`config.mk`:
```
export PLATFORM = sky130hd
export DESIGN_NAME = spc700_addw_seq_flat
export DESIGN_NICKNAME = d
export VERILOG_FILES = /design/src/rtl/spc700_addw_seq_pkg.sv /design/src/rtl/spc700_addw_seq_if.sv /design/src/rtl/spc700_addw_seq_addsub.sv /design/src/rtl/spc700_addw_seq.sv /design/src/flat_wrapper.sv
export SDC_FILE = /design/constraint.sdc
export NUM_CORES = 1
export LEC_CHECK = 0
export CAP_MARGIN = 10
export CORE_MARGIN = 10
export CORE_UTILIZATION = 35
export DETAILED_ROUTE_END_ITERATION = 12
export PLACE_DENSITY = 0.66
export SYNTH_ARGS = -nofsm -noshare
export SYNTH_HDL_FRONTEND = slang
export SYNTH_SLANG_ARGS = --single-unit
```
`constraint.sdc`:
```
create_clock -name CLK -period 8.3 [get_ports CLK]
set_input_delay 1.66 -clock CLK [delete_from_list [all_inputs] [get_ports CLK]]
set_output_delay 1.66 -clock CLK [all_outputs]
set_load 0.03 [all_outputs]
```
`src/rtl/spc700_addw_seq_pkg.sv`:
```
// Shared encodings for the SPC700 16-bit word arithmetic sequencer.
package spc700_addw_seq_pkg;

  localparam logic [1:0] ADDW_OP = 2'd0;
  localparam logic [1:0] SUBW_OP = 2'd1;
  localparam logic [1:0] CMPW_OP = 2'd2;
  localparam logic [1:0] RSVD_OP = 2'd3;

  typedef enum logic [1:0] {
    StIdle = 2'd0,
    StLo   = 2'd1,
    StHi   = 2'd2
  } state_e;

  typedef struct packed {
    logic n;
    logic v;
    logic h;
    logic z;
    logic c;
  } flags_t;

endpackage

```
`src/rtl/spc700_addw_seq_if.sv`:
```
// Request/result bundle between the microcode sequencer and the word-op unit.
interface spc700_addw_seq_if;

  logic        EN;
  logic        START;
  logic [1:0]  OP;
  logic [15:0] YA;
  logic [15:0] M;
  logic        BUSY;
  logic        DONE;
  logic [15:0] RESULT;
  logic        WR_RES;
  logic        NVH_UPD;
  logic        N_OUT;
  logic        V_OUT;
  logic        H_OUT;
  logic        Z_OUT;
  logic        C_OUT;

  modport master (
    output EN, START, OP, YA, M,
    input  BUSY, DONE, RESULT, WR_RES, NVH_UPD, N_OUT, V_OUT, H_OUT, Z_OUT, C_OUT
  );

  modport slave (
    input  EN, START, OP, YA, M,
    output BUSY, DONE, RESULT, WR_RES, NVH_UPD, N_OUT, V_OUT, H_OUT, Z_OUT, C_OUT
  );

endinterface

```
`src/rtl/spc700_addw_seq_addsub.sv`:
```
// SPC700 8-bit adder/subtractor: S = A + (ADD ? B : ~B) + CI, with carry, half-carry
// and signed overflow.
module spc700_addw_seq_addsub (
  input  logic [7:0] a_i,
  input  logic [7:0] b_i,
  input  logic       ci_i,
  input  logic       add_i,
  output logic [7:0] s_o,
  output logic       co_o,
  output logic       vo_o,
  output logic       ho_o
);

  logic [7:0] b_eff;
  logic [8:0] sum9;
  logic [4:0] sum5;

  always_comb begin
    b_eff = add_i ? b_i : ~b_i;
    sum9  = {1'b0, a_i} + {1'b0, b_eff} + {8'd0, ci_i};
    sum5  = {1'b0, a_i[3:0]} + {1'b0, b_eff[3:0]} + {4'd0, ci_i};
    s_o   = sum9[7:0];
    co_o  = sum9[8];
    ho_o  = sum5[4];
    // Overflow when both effective operands share a sign the result does not.
    vo_o  = (a_i[7] == b_eff[7]) && (sum9[7] != a_i[7]);
  end

endmodule

```
`src/rtl/spc700_addw_seq.sv`:
```
// Word ADDW/SUBW/CMPW sequencer: two passes through one 8-bit adder (low byte,
// then high byte with chained carry), then registered result and flags.
module spc700_addw_seq
  import spc700_addw_seq_pkg::*;
(
  input  logic               CLK,
  input  logic               RST,
  spc700_addw_seq_if.slave   bus
);

  state_e      state_q, state_d;
  logic [1:0]  op_q, op_d;
  logic [15:0] ya_q, ya_d;
  logic [15:0] m_q, m_d;
  logic [7:0]  lo_sum_q, lo_sum_d;
  logic        lo_c_q, lo_c_d;
  logic        busy_q, busy_d;
  logic        done_q, done_d;
  logic [15:0] result_q, result_d;
  logic        wr_res_q, wr_res_d;
  logic        nvh_upd_q, nvh_upd_d;
  flags_t      flags_q, flags_d;

  logic [7:0]  add_a, add_b, add_s;
  logic        add_ci, add_add, add_co, add_vo, add_ho;

  // Adder inputs are steered by state; IDLE parks it on 0 + 0.
  always_comb begin
    add_a   = 8'h00;
    add_b   = 8'h00;
    add_ci  = 1'b0;
    add_add = 1'b1;
    unique case (state_q)
      StLo: begin
        add_a   = ya_q[7:0];
        add_b   = m_q[7:0];
        add_add = (op_q == ADDW_OP);
        add_ci  = (op_q != ADDW_OP);
      end
      StHi: begin
        add_a   = ya_q[15:8];
        add_b   = m_q[15:8];
        add_add = (op_q == ADDW_OP);
        add_ci  = lo_c_q;
      end
      default: ;
    endcase
  end

  spc700_addw_seq_addsub u_addsub (
    .a_i   (add_a),
    .b_i   (add_b),
    .ci_i  (add_ci),
    .add_i (add_add),
    .s_o   (add_s),
    .co_o  (add_co),
    .vo_o  (add_vo),
    .ho_o  (add_ho)
  );

  always_comb begin
    state_d   = state_q;
    op_d      = op_q;
    ya_d      = ya_q;
    m_d       = m_q;
    lo_sum_d  = lo_sum_q;
    lo_c_d    = lo_c_q;
    busy_d    = busy_q;
    done_d    = done_q;
    result_d  = result_q;
    wr_res_d  = wr_res_q;
    nvh_upd_d = nvh_upd_q;
    flags_d   = flags_q;
    if (bus.EN) begin
      done_d = 1'b0;
      unique case (state_q)
        StIdle: begin
          if (bus.START && (bus.OP != RSVD_OP)) begin
            op_d    = bus.OP;
            ya_d    = bus.YA;
            m_d     = bus.M;
            busy_d  = 1'b1;
            state_d = StLo;
          end
        end
        StLo: begin
          lo_sum_d = add_s;
          lo_c_d   = add_co;
          state_d  = StHi;
        end
        StHi: begin
          result_d  = {add_s, lo_sum_q};
          flags_d.n = add_s[7];
          flags_d.v = add_vo;
          flags_d.h = add_ho;
          flags_d.z = ({add_s, lo_sum_q} == 16'h0000);
          flags_d.c = add_co;
          wr_res_d  = (op_q != CMPW_OP);
          nvh_upd_d = (op_q != CMPW_OP);
          done_d    = 1'b1;
          busy_d    = 1'b0;
          state_d   = StIdle;
        end
        default: begin
          busy_d  = 1'b0;
          state_d = StIdle;
        end
      endcase
    end
  end

  always_ff @(posedge CLK) begin
    if (RST) begin
      state_q   <= StIdle;
      op_q      <= 2'd0;
      ya_q      <= 16'h0000;
      m_q       <= 16'h0000;
      lo_sum_q  <= 8'h00;
      lo_c_q    <= 1'b0;
      busy_q    <= 1'b0;
      done_q    <= 1'b0;
      result_q  <= 16'h0000;
      wr_res_q  <= 1'b0;
      nvh_upd_q <= 1'b0;
      flags_q   <= '0;
    end else begin
      state_q   <= state_d;
      op_q      <= op_d;
      ya_q      <= ya_d;
      m_q       <= m_d;
      lo_sum_q  <= lo_sum_d;
      lo_c_q    <= lo_c_d;
      busy_q    <= busy_d;
      done_q    <= done_d;
      result_q  <= result_d;
      wr_res_q  <= wr_res_d;
      nvh_upd_q <= nvh_upd_d;
      flags_q   <= flags_d;
    end
  end

  assign bus.BUSY    = busy_q;
  assign bus.DONE    = done_q;
  assign bus.RESULT  = result_q;
  assign bus.WR_RES  = wr_res_q;
  assign bus.NVH_UPD = nvh_upd_q;
  assign bus.N_OUT   = flags_q.n;
  assign bus.V_OUT   = flags_q.v;
  assign bus.H_OUT   = flags_q.h;
  assign bus.Z_OUT   = flags_q.z;
  assign bus.C_OUT   = flags_q.c;

endmodule
```
`src/flat_wrapper.sv`:
```
// flat-port wrapper written by rule: the top's interface ports become plain ports
module spc700_addw_seq_flat import spc700_addw_seq_pkg::*;
  (CLK, RST, bus_EN, bus_START, bus_OP, bus_YA, bus_M, bus_BUSY, bus_DONE, bus_RESULT, bus_WR_RES, bus_NVH_UPD, bus_N_OUT, bus_V_OUT, bus_H_OUT, bus_Z_OUT, bus_C_OUT);
  spc700_addw_seq_if bus_i ();
  input  logic CLK;
  input  logic RST;
  input wire logic [$bits(bus_i.EN)-1:0] bus_EN;
  input wire logic [$bits(bus_i.START)-1:0] bus_START;
  input wire logic [$bits(bus_i.OP)-1:0] bus_OP;
  input wire logic [$bits(bus_i.YA)-1:0] bus_YA;
  input wire logic [$bits(bus_i.M)-1:0] bus_M;
  output wire logic [$bits(bus_i.BUSY)-1:0] bus_BUSY;
  output wire logic [$bits(bus_i.DONE)-1:0] bus_DONE;
  output wire logic [$bits(bus_i.RESULT)-1:0] bus_RESULT;
  output wire logic [$bits(bus_i.WR_RES)-1:0] bus_WR_RES;
  output wire logic [$bits(bus_i.NVH_UPD)-1:0] bus_NVH_UPD;
  output wire logic [$bits(bus_i.N_OUT)-1:0] bus_N_OUT;
  output wire logic [$bits(bus_i.V_OUT)-1:0] bus_V_OUT;
  output wire logic [$bits(bus_i.H_OUT)-1:0] bus_H_OUT;
  output wire logic [$bits(bus_i.Z_OUT)-1:0] bus_Z_OUT;
  output wire logic [$bits(bus_i.C_OUT)-1:0] bus_C_OUT;
  assign bus_i.EN = bus_EN;
  assign bus_i.START = bus_START;
  assign bus_i.OP = bus_OP;
  assign bus_i.YA = bus_YA;
  assign bus_i.M = bus_M;
  assign bus_BUSY = bus_i.BUSY;
  assign bus_DONE = bus_i.DONE;
  assign bus_RESULT = bus_i.RESULT;
  assign bus_WR_RES = bus_i.WR_RES;
  assign bus_NVH_UPD = bus_i.NVH_UPD;
  assign bus_N_OUT = bus_i.N_OUT;
  assign bus_V_OUT = bus_i.V_OUT;
  assign bus_H_OUT = bus_i.H_OUT;
  assign bus_Z_OUT = bus_i.Z_OUT;
  assign bus_C_OUT = bus_i.C_OUT;
  spc700_addw_seq u_core (.CLK(CLK), .RST(RST), .bus(bus_i));
endmodule
```
Word-level counts from Yosys, hierarchy flattened
Index checks and enable logic that the tools add are counted.
{"block": "totals", "register_bits": 69, "inputBits": 38, "out_inout_bits": 25, "elab_cells": 50}
{"block": "op_classes", "n_addsub": 4, "n_eq_ne": 7, "n_mux": 10, "n_bitwise": 2, "n_reduce_logical": 12}
{"cell": "8-bit case mux with 2 select lines", "n": 2}
{"cell": "16-bit logical NOT", "n": 1}
{"cell": "8-bit by 8-bit adder with 9-bit output", "n": 1}
{"cell": "9-bit by 1-bit adder with 9-bit output", "n": 1}
{"cell": "8-bit two-way mux", "n": 1}
{"cell": "8-bit NOT", "n": 1}
{"cell": "2-bit AND reduction", "n": 3}
{"cell": "3-bit AND reduction", "n": 2}
{"cell": "4-bit by 4-bit adder with 5-bit output", "n": 1}
{"cell": "5-bit by 1-bit adder with 5-bit output", "n": 1}
{"cell": "2-bit logical NOT", "n": 2}
{"cell": "2-bit inequality test, second input constant", "n": 2}
{"cell": "1-bit case mux with 2 select lines", "n": 2}
{"cell": "2-bit case mux with 2 select lines", "n": 1}
{"cell": "1-bit two-way mux", "n": 3}
{"cell": "2-bit by 1-bit equality test with 1-bit output, second input constant", "n": 1}
{"cell": "2-bit equality test, second input constant", "n": 1}
{"cell": "1-bit logical AND", "n": 2}
{"cell": "2-bit two-way mux", "n": 1}
{"cell": "2-bit by 1-bit inequality test with 1-bit output, second input constant", "n": 1}
{"cell": "2-bit nonzero test", "n": 1}
{"cell": "2-bit OR reduction", "n": 1}
{"cell": "1-bit equality test", "n": 1}
{"cell": "1-bit inequality test", "n": 1}
{"cell": "1-bit NOT", "n": 1}

Depth between registers and ports, before layout
{"block": "depth", "ltp_word": 8, "mapped_depth": 15, "depth_no_buf": 13}

By module
Synthesis repeated with hierarchy kept, for this count alone.
{"block": "unflattened", "hier_cells": 421, "hier_area_um2": 3614.7}
{"mod": "spc700_addw_seq", "n_inst": 1, "cells_per_inst": 362, "area_each_um2": 3158.0, "seq_area_each_um2": 1361.3}
{"mod": "spc700_addw_seq_addsub", "n_inst": 1, "cells_per_inst": 59, "area_each_um2": 456.7, "seq_area_each_um2": 0.0}

Least setup slack after synthesis
OpenSTA, ideal clock, no wires.
{"block": "synth_timing", "kind": "reg2reg", "startpoint": "register u_core.state_q[0]", "endpoint": "register u_core.flags_q (netlist bit u_core.bus.Z_OUT)", "setup_time_ns": 0.069, "arrival_ns": 3.289, "t_required_ns": 8.231, "slack_ns": 4.942, "stages_incl_launch_ff": 16, "path_buffers": 2, "period_less_slack_ns": 3.358, "cell_sequence": "dfxtp_1 -> inv_1 -> ha_1 -> clkbuf_1 -> clkbuf_1 -> a22oi_1 -> xor2_1 -> nand2_1 -> fa_1 -> inv_1 -> fa_1 -> a21o_1 -> a221oi_2 -> xnor2_1 -> or4_1 -> o21ai_1"}
{"block": "synth_via", "elab_chain_cells": 7, "word_cells_on_any_way": 13, "cone_classes": "2 x add/sub; 2 x eq/ne; 5 x mux; 1 x bitwise; 3 x reduce/logical"}
{"item": "from (decl)", "line_no": "spc700_addw_seq.sv:11", "rtl": "state_e state_q, state_d;"}
{"item": "from (signal assigned)", "line_no": "spc700_addw_seq.sv:114", "rtl": "state_q <= StIdle;"}
{"item": "from (signal assigned)", "line_no": "spc700_addw_seq.sv:127", "rtl": "state_q <= state_d;"}
{"item": "2-bit equality test or 2-bit by 1-bit equality test with 1-bit output (tied branches)", "line_no": "spc700_addw_seq.sv:33, spc700_addw_seq.sv:76"}
{"item": "8-bit case mux with 2 select lines or 2-bit OR reduction (tied branches)"}
{"item": "8-bit NOT or 1-bit two-way mux (tied branches)"}
{"item": "8-bit two-way mux", "line_no": "spc700_addw_seq_addsub.sv:19", "rtl": "b_eff = add_i ? b_i : ~b_i;"}
{"item": "8-bit by 8-bit adder with 9-bit output", "line_no": "spc700_addw_seq_addsub.sv:20", "rtl": "sum9 = {1'b0, a_i} + {1'b0, b_eff} + {8'd0, ci_i};"}
{"item": "9-bit by 1-bit adder with 9-bit output", "line_no": "spc700_addw_seq_addsub.sv:20"}
{"item": "16-bit logical NOT", "line_no": "spc700_addw_seq.sv:96", "rtl": "flags_d.z = ({add_s, lo_sum_q} == 16'h0000);"}
{"item": "to (signal assigned)", "line_no": "spc700_addw_seq.sv:138", "rtl": "flags_q <= flags_d;"}
{"item": "to (decl)", "line_no": "spc700_addw_seq.sv:22", "rtl": "flags_t flags_q, flags_d;"}
Several ways; a longest one is shown, not always the timed one.
A chain may end at the register's enable or synchronous reset.

Worst setup path in the final report
{"block": "layout_timing", "startpoint": "register u_core.state_q[1]", "endpoint": "register u_core.flags_q (netlist bit u_core.bus.Z_OUT)"}
Same word-level chain as after synthesis.

==> impl_metrics.json <==
{
  "status": "complete, no violations",
  "hp-class": "register to register",
  "core_area_mm2": 0.00876,
  "ant_nets": 0,
  "final_area_mm2": 0.00408,
  "ys_dominant_reg_cell": "dfxtp_1",
  "placedCellCount": 548,
  "drv_cap": 0,
  "synth_nets": 455,
  "ctsResizeCount": 0,
  "grt_max_degree": 71,
  "critical_path_class": "register to register",
  "synth-edff-count": 0,
  "viasPerCell": 4.88,
  "crit_required_ps": 8580,
  "numCtsBuffers": 9,
  "clock_tree.root_cell": "clkbuf_8",
  "grt-ovfl-total": 0,
  "detail_route.iter0.violations": 102,
  "whs_endpoint": "u_core.bus.RESULT[1]",
  "dpl.hpwl_um": 5560,
  "yosys-top-cells-area": "dfxtp_1, nand2_1, a21oi_1, ha_1, a22oi_1",
  "instances_no_fill": 565,
  "cts_hold_buffers": 0,
  "grt_antenna_before_repair": 0,
  "worstRegToRegCells": 13,
  "pwr_density_cell_mw_per_mm2": 175,
  "slew_viol_final": 0,
  "htreeDepth": 3,
  "die_w_um": 115,
  "layout-drive-gt1-share_pct": 5.03,
  "p_leak_nw": 1.43,
  "io_buffer_count": 62,
  "r2r-end": "u_core.bus.Z_OUT",
  "fin_crit_sh_pct": 44.8,
  "cts_setup_buffers": 0,
  "skew_ps": 9.82,
  "worstReg2RegStart": "u_core.state_q[1]",
  "grt_usage_pct": 11.8,
  "syn-instance-count": 404,
  "diodes": 0,
  "crit_arrival_ps": 4000,
  "rsz0062_at_grt": "false",
  "nets": 503,
  "setup_viol": 0,
  "min_period_ps": 3710,
  "cts_tree": "yes",
  "drc": 0,
  "drt_first_pass_iters": 5,
  "rows": 34,
  "wl_um": 7740,
  "io_pins": 63,
  "num_vias": 2758,
  "grt_pass1_wl_um": 13000,
  "max-vdd-ir-drop_v": 0.0000978,
  "power_w": 0.000715,
  "synth_cell_types": 44,
  "relSlewSlack_pct": 46.0,
  "crit_fanout": 21,
  "final.setup.tns_ps": 0,
  "wire_per_inst_um": 13.7,
  "fp.dieH_um": 115,
  "cp-start-kind": "register",
  "ys_seq_area_share_pct": 42.9,
  "gp_congestion": 0.801,
  "yosys.area.top_type_share_pct": 42.9,
  "holdWs_ps": 457,
  "clk_pin_slew_ps": 80,
  "synthToLayoutAreaGrowth_pct": 28.5,
  "slowest_stage": "ha_1",
  "cts_num_sinks": 68,
  "clk_latency_ps": 350,
  "slowest_delay_ps": 700,
  "design.die.area_mm2": 0.0133,
  "cp_cell_sequence": "inv_1, ha_1, a22oi_1, xor2_1, nand2_1, fa_1, inv_1, fa_1, a21o_1, a221oi_2, xnor2_1, or4_1, o21ai_1",
  "worstMarginPinSlew_ps": 810,
  "hold_violations": 0,
  "grt_pass1_vias": 2821,
  "yosys.area.top_type": "dfxtp_1",
  "endpoint_kind": "register",
  "syn_avg_cell_area_um2": 7.85,
  "hold_depth": 2,
  "max_freq_mhz": 269,
  "clockBufferDepth": 2,
  "synth_seq_cells": 68,
  "ys_warn_count": 0,
  "ys_async_sr_fraction_pct": 0,
  "synthesis.area_mm2": 0.00317,
  "placed_cell_area_mm2": 0.00383,
  "start_util_pct": 36.2,
  "hold_start": "u_core.bus.RESULT[1]",
  "ff2ff_setup_slack_ps": 4590
}
[synth_stat cells, types with 3 or more instances]
cell type,number
nand2_1,117
dfxtp_1,68
a21oi_1,60
clkbuf_1,26
a22oi_1,15
nor2_1,13
ha_1,11
and2_1,9
xor2_1,9
inv_1,8
nor2b_1,8
a211oi_1,7
o21ai_0,6
nor3_1,5
nand3b_1,3
xnor2_1,3
[cells by family after synthesis]
family,after synthesis,synth area share [%]
adder cells (fa/ha/maj),13,5.60
buffers and inverters,36,4.50
XOR/XNOR,12,3.31
AND/OR/NAND/NOR,170,23.4
flip-flops,68,42.9
multiplexers,2,0.670
AO/OA/AOI/OAI,103,19.6
[metal layers]
layer / routed length, um / up-vias / track usage (%)
met2: 3370 / 64 / 18.8
met3: 479 / 15 / 3.80
li1: - / 1457 / -
met4: 142 / 0 / 4.87
met5: 0 / - / 0
met1: 3750 / 1222 / 14.5
[layout make-up]
cell class                 instances  area [um2]
tap                              108         135
inverter                           8        30.0
sequential                        68        1360
fill                             883        4690
clock inverter                     6        86.3
clock buffer                      10         138
multi-input combinational        300        1670
timing repair buffer              65         658
[flip-flops by register name, summed over array words and instances (netlist names)]
signal,cells
u_core.bus.H_OUT,1
u_core.bus.Z_OUT,1
u_core.bus.DONE,1
u_core.bus.RESULT,15
u_core.bus.C_OUT,1
u_core.bus.BUSY,1
u_core.ya_q,16
u_core.bus.N_OUT,1
u_core.lo_c_q,1
u_core.bus.V_OUT,1
u_core.lo_sum_q,8
u_core.state_q,2
u_core.op_q,2
u_core.m_q,16
u_core.bus.WR_RES,1
[metrics by stage]
step                setup WS (ps)  util [%]
floorplan                    4940         -
global placement             4460      43.7
detailed placement           4410      43.7
CTS                          4640      46.2
global route                 4280      46.5
finish                       4590      46.5
[layout by cell type, fill, tap and decap left out, types with 2 or more instances in the layout]
cell             count
xnor2_1              3
nand3_1              2
fa_1                 2
inv_1                8
xor2_1               9
dfxtp_1             68
clkdlybuf4s50_1     61
nor3b_1              2
nand2_1            117
a211oi_1             7
nand3b_1             3
nor2b_1              8
buf_4                2
o21ai_0              6
nand2b_1             2
a21oi_1             60
bufinv_16            2
a22oi_1             15
ha_1                11
a21o_1               2
clkbuf_8            10
and3_1               2
nor3_1               5
nor2_1              13
or4_1                2
clkinv_2             2
and2_1               9
[critical path: cells and delay by family, from the launching register on]
family	cells	cell delay, ps
flops	1	340
xor+xnor	2	350
buf+inv	2	160
fa+ha+maj	3	1300
compound gates	4	830
simple gates	2	660
[power breakdown]
part | internal (W) | total, W | switching, W
Combinational | 0.0000326 | 0.0000681 | 0.0000355
Clock | 0.000177 | 0.000306 | 0.000128
Sequential | 0.000335 | 0.000341 | 0.00000539
[worst max-delay path by stage]
stage / startpoint / end / slack [ps]
after CTS: u_core.state_q[0] / u_core.bus.Z_OUT / 4640
after detailed placement: bus_START / u_core.ya_q[12] / 4410
final: u_core.state_q[1] / u_core.bus.Z_OUT / 4590
after global routing: u_core.state_q[0] / u_core.bus.Z_OUT / 4280
after floorplan: u_core.state_q[0] / u_core.bus.Z_OUT / 4940
after global placement: bus_START / u_core.ya_q[14] / 4460
Note: power is estimated with default switching activity, not from simulation.
